==> src/rtl/gpio_pcint.sv <==
// Input side of one 8-bit GPIO port: per-pin synchroniser and glitch filter,
// PIN readback, and ATmega-style pin-change flag/mask/enable with W1C clear.

module gpio_pcint_lane #(
  parameter int SYNC_STAGES   = 2,
  parameter int FILTER_CYCLES = 4
) (
  input  logic clk,
  input  logic rst_n,
  input  logic pin,
  output logic filtered,
  output logic filtered_next
);

  logic [SYNC_STAGES-1:0] sync_q;
  logic                   synced;

  always_ff @(posedge clk or negedge rst_n) begin
    if (!rst_n) sync_q <= '0;
    else        sync_q <= {sync_q[SYNC_STAGES-2:0], pin};
  end

  assign synced = sync_q[SYNC_STAGES-1];

  generate
    if (FILTER_CYCLES == 0) begin : g_bypass
      // Next synced value is already sitting one stage back in the chain.
      assign filtered      = synced;
      assign filtered_next = sync_q[SYNC_STAGES-2];
    end else begin : g_filt
      localparam int              CW       = $clog2(FILTER_CYCLES + 1);
      localparam logic [CW-1:0]   CNT_LAST = CW'(FILTER_CYCLES - 1);

      logic [CW-1:0] cnt, cnt_d;
      logic          filt_q, filt_d;

      always_comb begin
        filt_d = filt_q;
        cnt_d  = '0;
        if (synced != filt_q) begin
          if (cnt == CNT_LAST) filt_d = synced;
          else                 cnt_d  = cnt + CW'(1);
        end
      end

      always_ff @(posedge clk or negedge rst_n) begin
        if (!rst_n) begin
          cnt    <= '0;
          filt_q <= 1'b0;
        end else begin
          cnt    <= cnt_d;
          filt_q <= filt_d;
        end
      end

      assign filtered      = filt_q;
      assign filtered_next = filt_d;
    end
  endgenerate

endmodule

module gpio_pcint #(
  parameter int WIDTH         = 8,
  parameter int SYNC_STAGES   = 2,
  parameter int FILTER_CYCLES = 4
) (
  input  logic             clk,
  input  logic             rst_n,
  input  logic [WIDTH-1:0] gpio_pin_in,
  input  logic             reg_sel,
  input  logic             reg_we,
  input  logic [1:0]       reg_addr,
  input  logic [7:0]       reg_wdata,
  output logic [7:0]       reg_rdata,
  output logic             irq
);

  localparam logic [1:0] A_PIN   = 2'd0;
  localparam logic [1:0] A_PCMSK = 2'd1;
  localparam logic [1:0] A_PCIFR = 2'd2;
  localparam logic [1:0] A_PCICR = 2'd3;

  logic [WIDTH-1:0] filt, filt_next, pcmsk;
  logic             flag, en;
  logic             wr_en, rd_en, change_evt;

  gpio_pcint_lane #(
    .SYNC_STAGES   (SYNC_STAGES),
    .FILTER_CYCLES (FILTER_CYCLES)
  ) u_lane [WIDTH-1:0] (
    .clk           (clk),
    .rst_n         (rst_n),
    .pin           (gpio_pin_in),
    .filtered      (filt),
    .filtered_next (filt_next)
  );

  assign wr_en      = reg_sel &  reg_we;
  assign rd_en      = reg_sel & ~reg_we;
  // Uses the registered mask, so a PCMSK write only affects later cycles.
  assign change_evt = |((filt_next ^ filt) & pcmsk);

  always_ff @(posedge clk or negedge rst_n) begin
    if (!rst_n) begin
      pcmsk <= '0;
      flag  <= 1'b0;
      en    <= 1'b0;
    end else begin
      if (wr_en && reg_addr == A_PCMSK) pcmsk <= reg_wdata[WIDTH-1:0];
      if (wr_en && reg_addr == A_PCICR) en    <= reg_wdata[0];
      // Set beats a same-cycle W1C so no edge is lost.
      if (change_evt)
        flag <= 1'b1;
      else if (wr_en && reg_addr == A_PCIFR && reg_wdata[0])
        flag <= 1'b0;
    end
  end

  always_comb begin
    reg_rdata = '0;
    if (rd_en) begin
      case (reg_addr)
        A_PIN:   reg_rdata[WIDTH-1:0] = filt;
        A_PCMSK: reg_rdata[WIDTH-1:0] = pcmsk;
        A_PCIFR: reg_rdata[0]         = flag;
        A_PCICR: reg_rdata[0]         = en;
        default: ;
      endcase
    end
  end

  assign irq = flag & en;

endmodule
==> config.mk <==
export PLATFORM = sky130hd
export DESIGN_NAME = gpio_pcint
export DESIGN_NICKNAME = d
export VERILOG_FILES = /design/src/rtl/gpio_pcint.sv
export SDC_FILE = /design/constraint.sdc
export NUM_CORES = 1
export LEC_CHECK = 0
export BUFFER_PORTS_ARGS = -buffer_cell sky130_fd_sc_hd__buf_2
export CORE_MARGIN = 2
export CORE_UTILIZATION = 30
export DETAILED_ROUTE_END_ITERATION = 6
export SLEW_MARGIN = 20
export SYNTH_ARGS = -nofsm -noshare
export SYNTH_HDL_FRONTEND = slang
export SYNTH_SLANG_ARGS = --single-unit
==> constraint.sdc <==
create_clock -name clk -period 1.5 [get_ports clk]
set_input_delay 0.225 -clock clk [delete_from_list [all_inputs] [get_ports clk]]
set_output_delay 0.225 -clock clk [all_outputs]
set_load 0.05 [all_outputs]
==> flow_metrics.py <==
metrics = {
    "finish": {
        "num_antenna_cells": 0,
        "final_layout_size_suffix_gt1_share_pct": 37.2,
        "nets": 264,
        "area_growth_pct": 32.6,
        "fin_cells": 341,
    },
    "grt": {
        "track_usage_pct": 11.3,
        "gr-total-overflow": 0,
        "antenna_found_initial": 0,
        "grt_pass1_vias": 1561,
        "grt_max_degree": 26,
        "grt_pass1_wl_um": 7220,
    },
    "worst_hold_path": {
        "hold_depth": 2,
        "hold_class": "input pin to register",
    },
    "run_status": {
        "status": "finished with violations",
        "violations": "setup timing",
    },
    "sta": {
        "fin_worst_skew_ps": 3.93,
        "tns_ps": -230,
        "fmax_mhz": 578,
        "fin_ws_ps": -230,
        "finalHoldViolCount": 0,
        "finalMaxSlewViolations": 0,
        "fin_crit_sh_pct": 115,
        "worst_pin_slew_ps": 495,
        "finalSetupViolCount": 1,
        "min_period_ps": 1730,
        "rsz0062_at_grt": "true",
        "slew_headroom_pct": 67.0,
    },
    "floorplanning": {
        "rows": 32,
        "dieHeight_um": 92.3,
        "start_util_pct": 30.6,
        "ios": 31,
        "coreArea_sq_mm": 0.00765,
        "die_w_um": 92.3,
        "dieArea_sq_mm": 0.00853,
    },
    "logic_synthesis": {
        "netlist_instances": 167,
        "synth_area_leaders": "dfrtp_1 (62%), mux2_2 (8.2%), ha_1 (4.3%)",
        "synthArstFlopShare_pct": 100,
        "synth_top_area_share_pct": 62.0,
        "synth.most_common_cell": "dfrtp_1",
        "synthFlopType": "dfrtp_1",
        "synth-edff-count": 0,
        "ys_seq_area_share_pct": 62.0,
        "yosys.area.top_type": "dfrtp_1",
        "synth_area_sq_mm": 0.00234,
        "ys_ff_latch": 58,
        "syn_avg_cell_area_sq_um": 14.0,
        "synth_cell_types": 29,
        "synth_nets": 197,
        "yosys_warnings": 0,
        "ys_top_cells_by_count": "dfrtp_1 (58), mux2_2 (17), nor2_1 (12), nor3b_1 (12), ha_1 (8)",
    },
    "route": {
        "viasPerCell": 4.42,
        "num_vias": 1507,
        "wl_per_cell_um": 12.6,
        "drc": 0,
        "postRouteAntennaNets": 0,
        "drtIter0Drc": 45,
        "drt_wl_total_um": 4280,
        "drt-pass1-iter-count": 4,
    },
    "cts": {
        "cts_tree": "done",
        "cts-root-buf": "clkbuf_8",
        "h-tree-depth": 3,
        "numCtsBuffers": 9,
        "clk_pin_slew_ps": 60,
        "clk_latency_ps": 330,
        "cts_sinks": 58,
        "cts_buffer_depth": 2,
    },
    "power": {
        "powerDensity_mw_per_mm2": 1560,
        "p_switching_w": 0.00142,
        "p_leak_nw": 1.46,
        "max-vdd-ir-drop_mv": 0.714,
        "pwr-share-clk_pct": 27.7,
        "internal-power_w": 0.00341,
        "comb_power_share_pct": 27.0,
        "p_sw_share_pct": 29.4,
        "power_w": 0.00483,
        "seqPwrFrac_pct": 45.3,
    },
    "placed_design": {
        "io_buffer_count": 30,
        "place_congestion": 0.765,
        "placedCellCount": 315,
        "dp_hpwl_um": 3250,
    },
    "critical_path": {
        "path_max_fanout": 2,
        "cp-end-kind": "output port",
        "cp.arrival_ps": 1510,
        "crit_path_start_kind": "register",
        "worstPathRequired_ps": 1270,
        "path_class": "register to output port",
        "rr_worst_depth": 5,
    },
    "flow_run": {
        "drv_cap": 0,
    },
}
power groups by stage:
stage / Combinational (W) / Sequential, W / Clock (W)
after global routing: 0.00147 / 0.00223 / 0.00146
after detailed placement: 0.00126 / 0.00222 / 0
final: 0.00130 / 0.00219 / 0.00134
after global placement: 0.00123 / 0.00220 / 0
after floorplan: 0.000855 / 0.00216 / 0
after CTS: 0.00132 / 0.00219 / 0.00141
path summary, 6_finish.rpt:
check	startpoint	endpoint	slack, ps
max	pcmsk[0]	reg_rdata[0]	-230
min	reg_wdata[1]	pcmsk[1]	120
max reg2reg	u_lane[5].g_filt.cnt[0]	flag	130
min reg2reg	u_lane[5].sync_q[0]	u_lane[5].sync_q[1]	350
max in group asynchronous	rst_n	u_lane[4].g_filt.cnt[0]	600
min in group asynchronous	rst_n	u_lane[1].g_filt.cnt[1]	400
final cells by class:
| type | instances | area [sq um] |
|---|---|---|
| fillers | 716 | 4540 |
| flip-flops and latches | 58 | 1450 |
| multi-input cells | 105 | 882 |
| repair buffers | 58 | 450 |
| clock buffers | 10 | 128 |
| well taps | 102 | 128 |
| clock inverters | 6 | 57.6 |
| inverters | 2 | 7.51 |
routing by layer:
layer	vias up	GRT usage [%]	routed length [um]
li1	715	-	-
met1	757	13.0	1870
met2	25	18.2	2130
met3	10	4.56	205
met4	0	5.60	70
met5	-	0	0
state kept, by name, indices dropped and copies added (netlist names):
signal and count:
u_lane.sync_q 16, u_lane.g_filt.cnt 24, flag 1, u_lane.filtered 8
en 1, pcmsk 8
cells in the final DEF (no fill, tap or decap), types with 6 or more instances in the layout:
master         instances
dfrtp_1               58
buf_2                 22
buf_4                 19
mux2_2                17
nor3b_1               12
clkbuf_8               9
dlygate4sd3_1          9
nor2_1                 8
ha_1                   8
xnor2_1                7
mux2i_1                7
nor2b_1                6
buf_6                  6
per-stage QoR:
| step | cell area (sq um) | utilization [%] | worst slack, ps | hold WS, ps |
|---|---|---|---|---|
| after detailed placement | 2770 | 36.2 | -90.5 | 217 |
| final | 3100 | 40.6 | -230 | 121 |
| after global routing | 3100 | 40.6 | -292 | 103 |
| after CTS | 3080 | 40.3 | -282 | 92.4 |
| after global placement | 2770 | 36.2 | -82.2 | 216 |
| after floorplan | 2340 | - | -141 | -70.6 |
timing repair:
item                                   CTS  global route
endpoints found under the hold margin   24             0
pin swaps                                1             1
setup endpoints to repair                7             5
gates resized for setup                 13             8
hold buffers                             9             0
buffers inserted                         1             0
cells by family after synthesis:
family / synth area share [%]
flip-flops: 62.0
AND/OR/NAND/NOR: 14.5
multiplexers: 12.3
XOR/XNOR: 4.44
adder cells (fa/ha/maj): 4.28
AO/OA/AOI/OAI: 1.71
buffers and inverters: 0.802
worst max-delay path, stage by stage, from the launching register on:
cell and delay, ps:
dfrtp_1 380, mux4_2 450, and3b_1 190, buf_6 150
No activity file was read; power rests on OpenSTA's default activity.
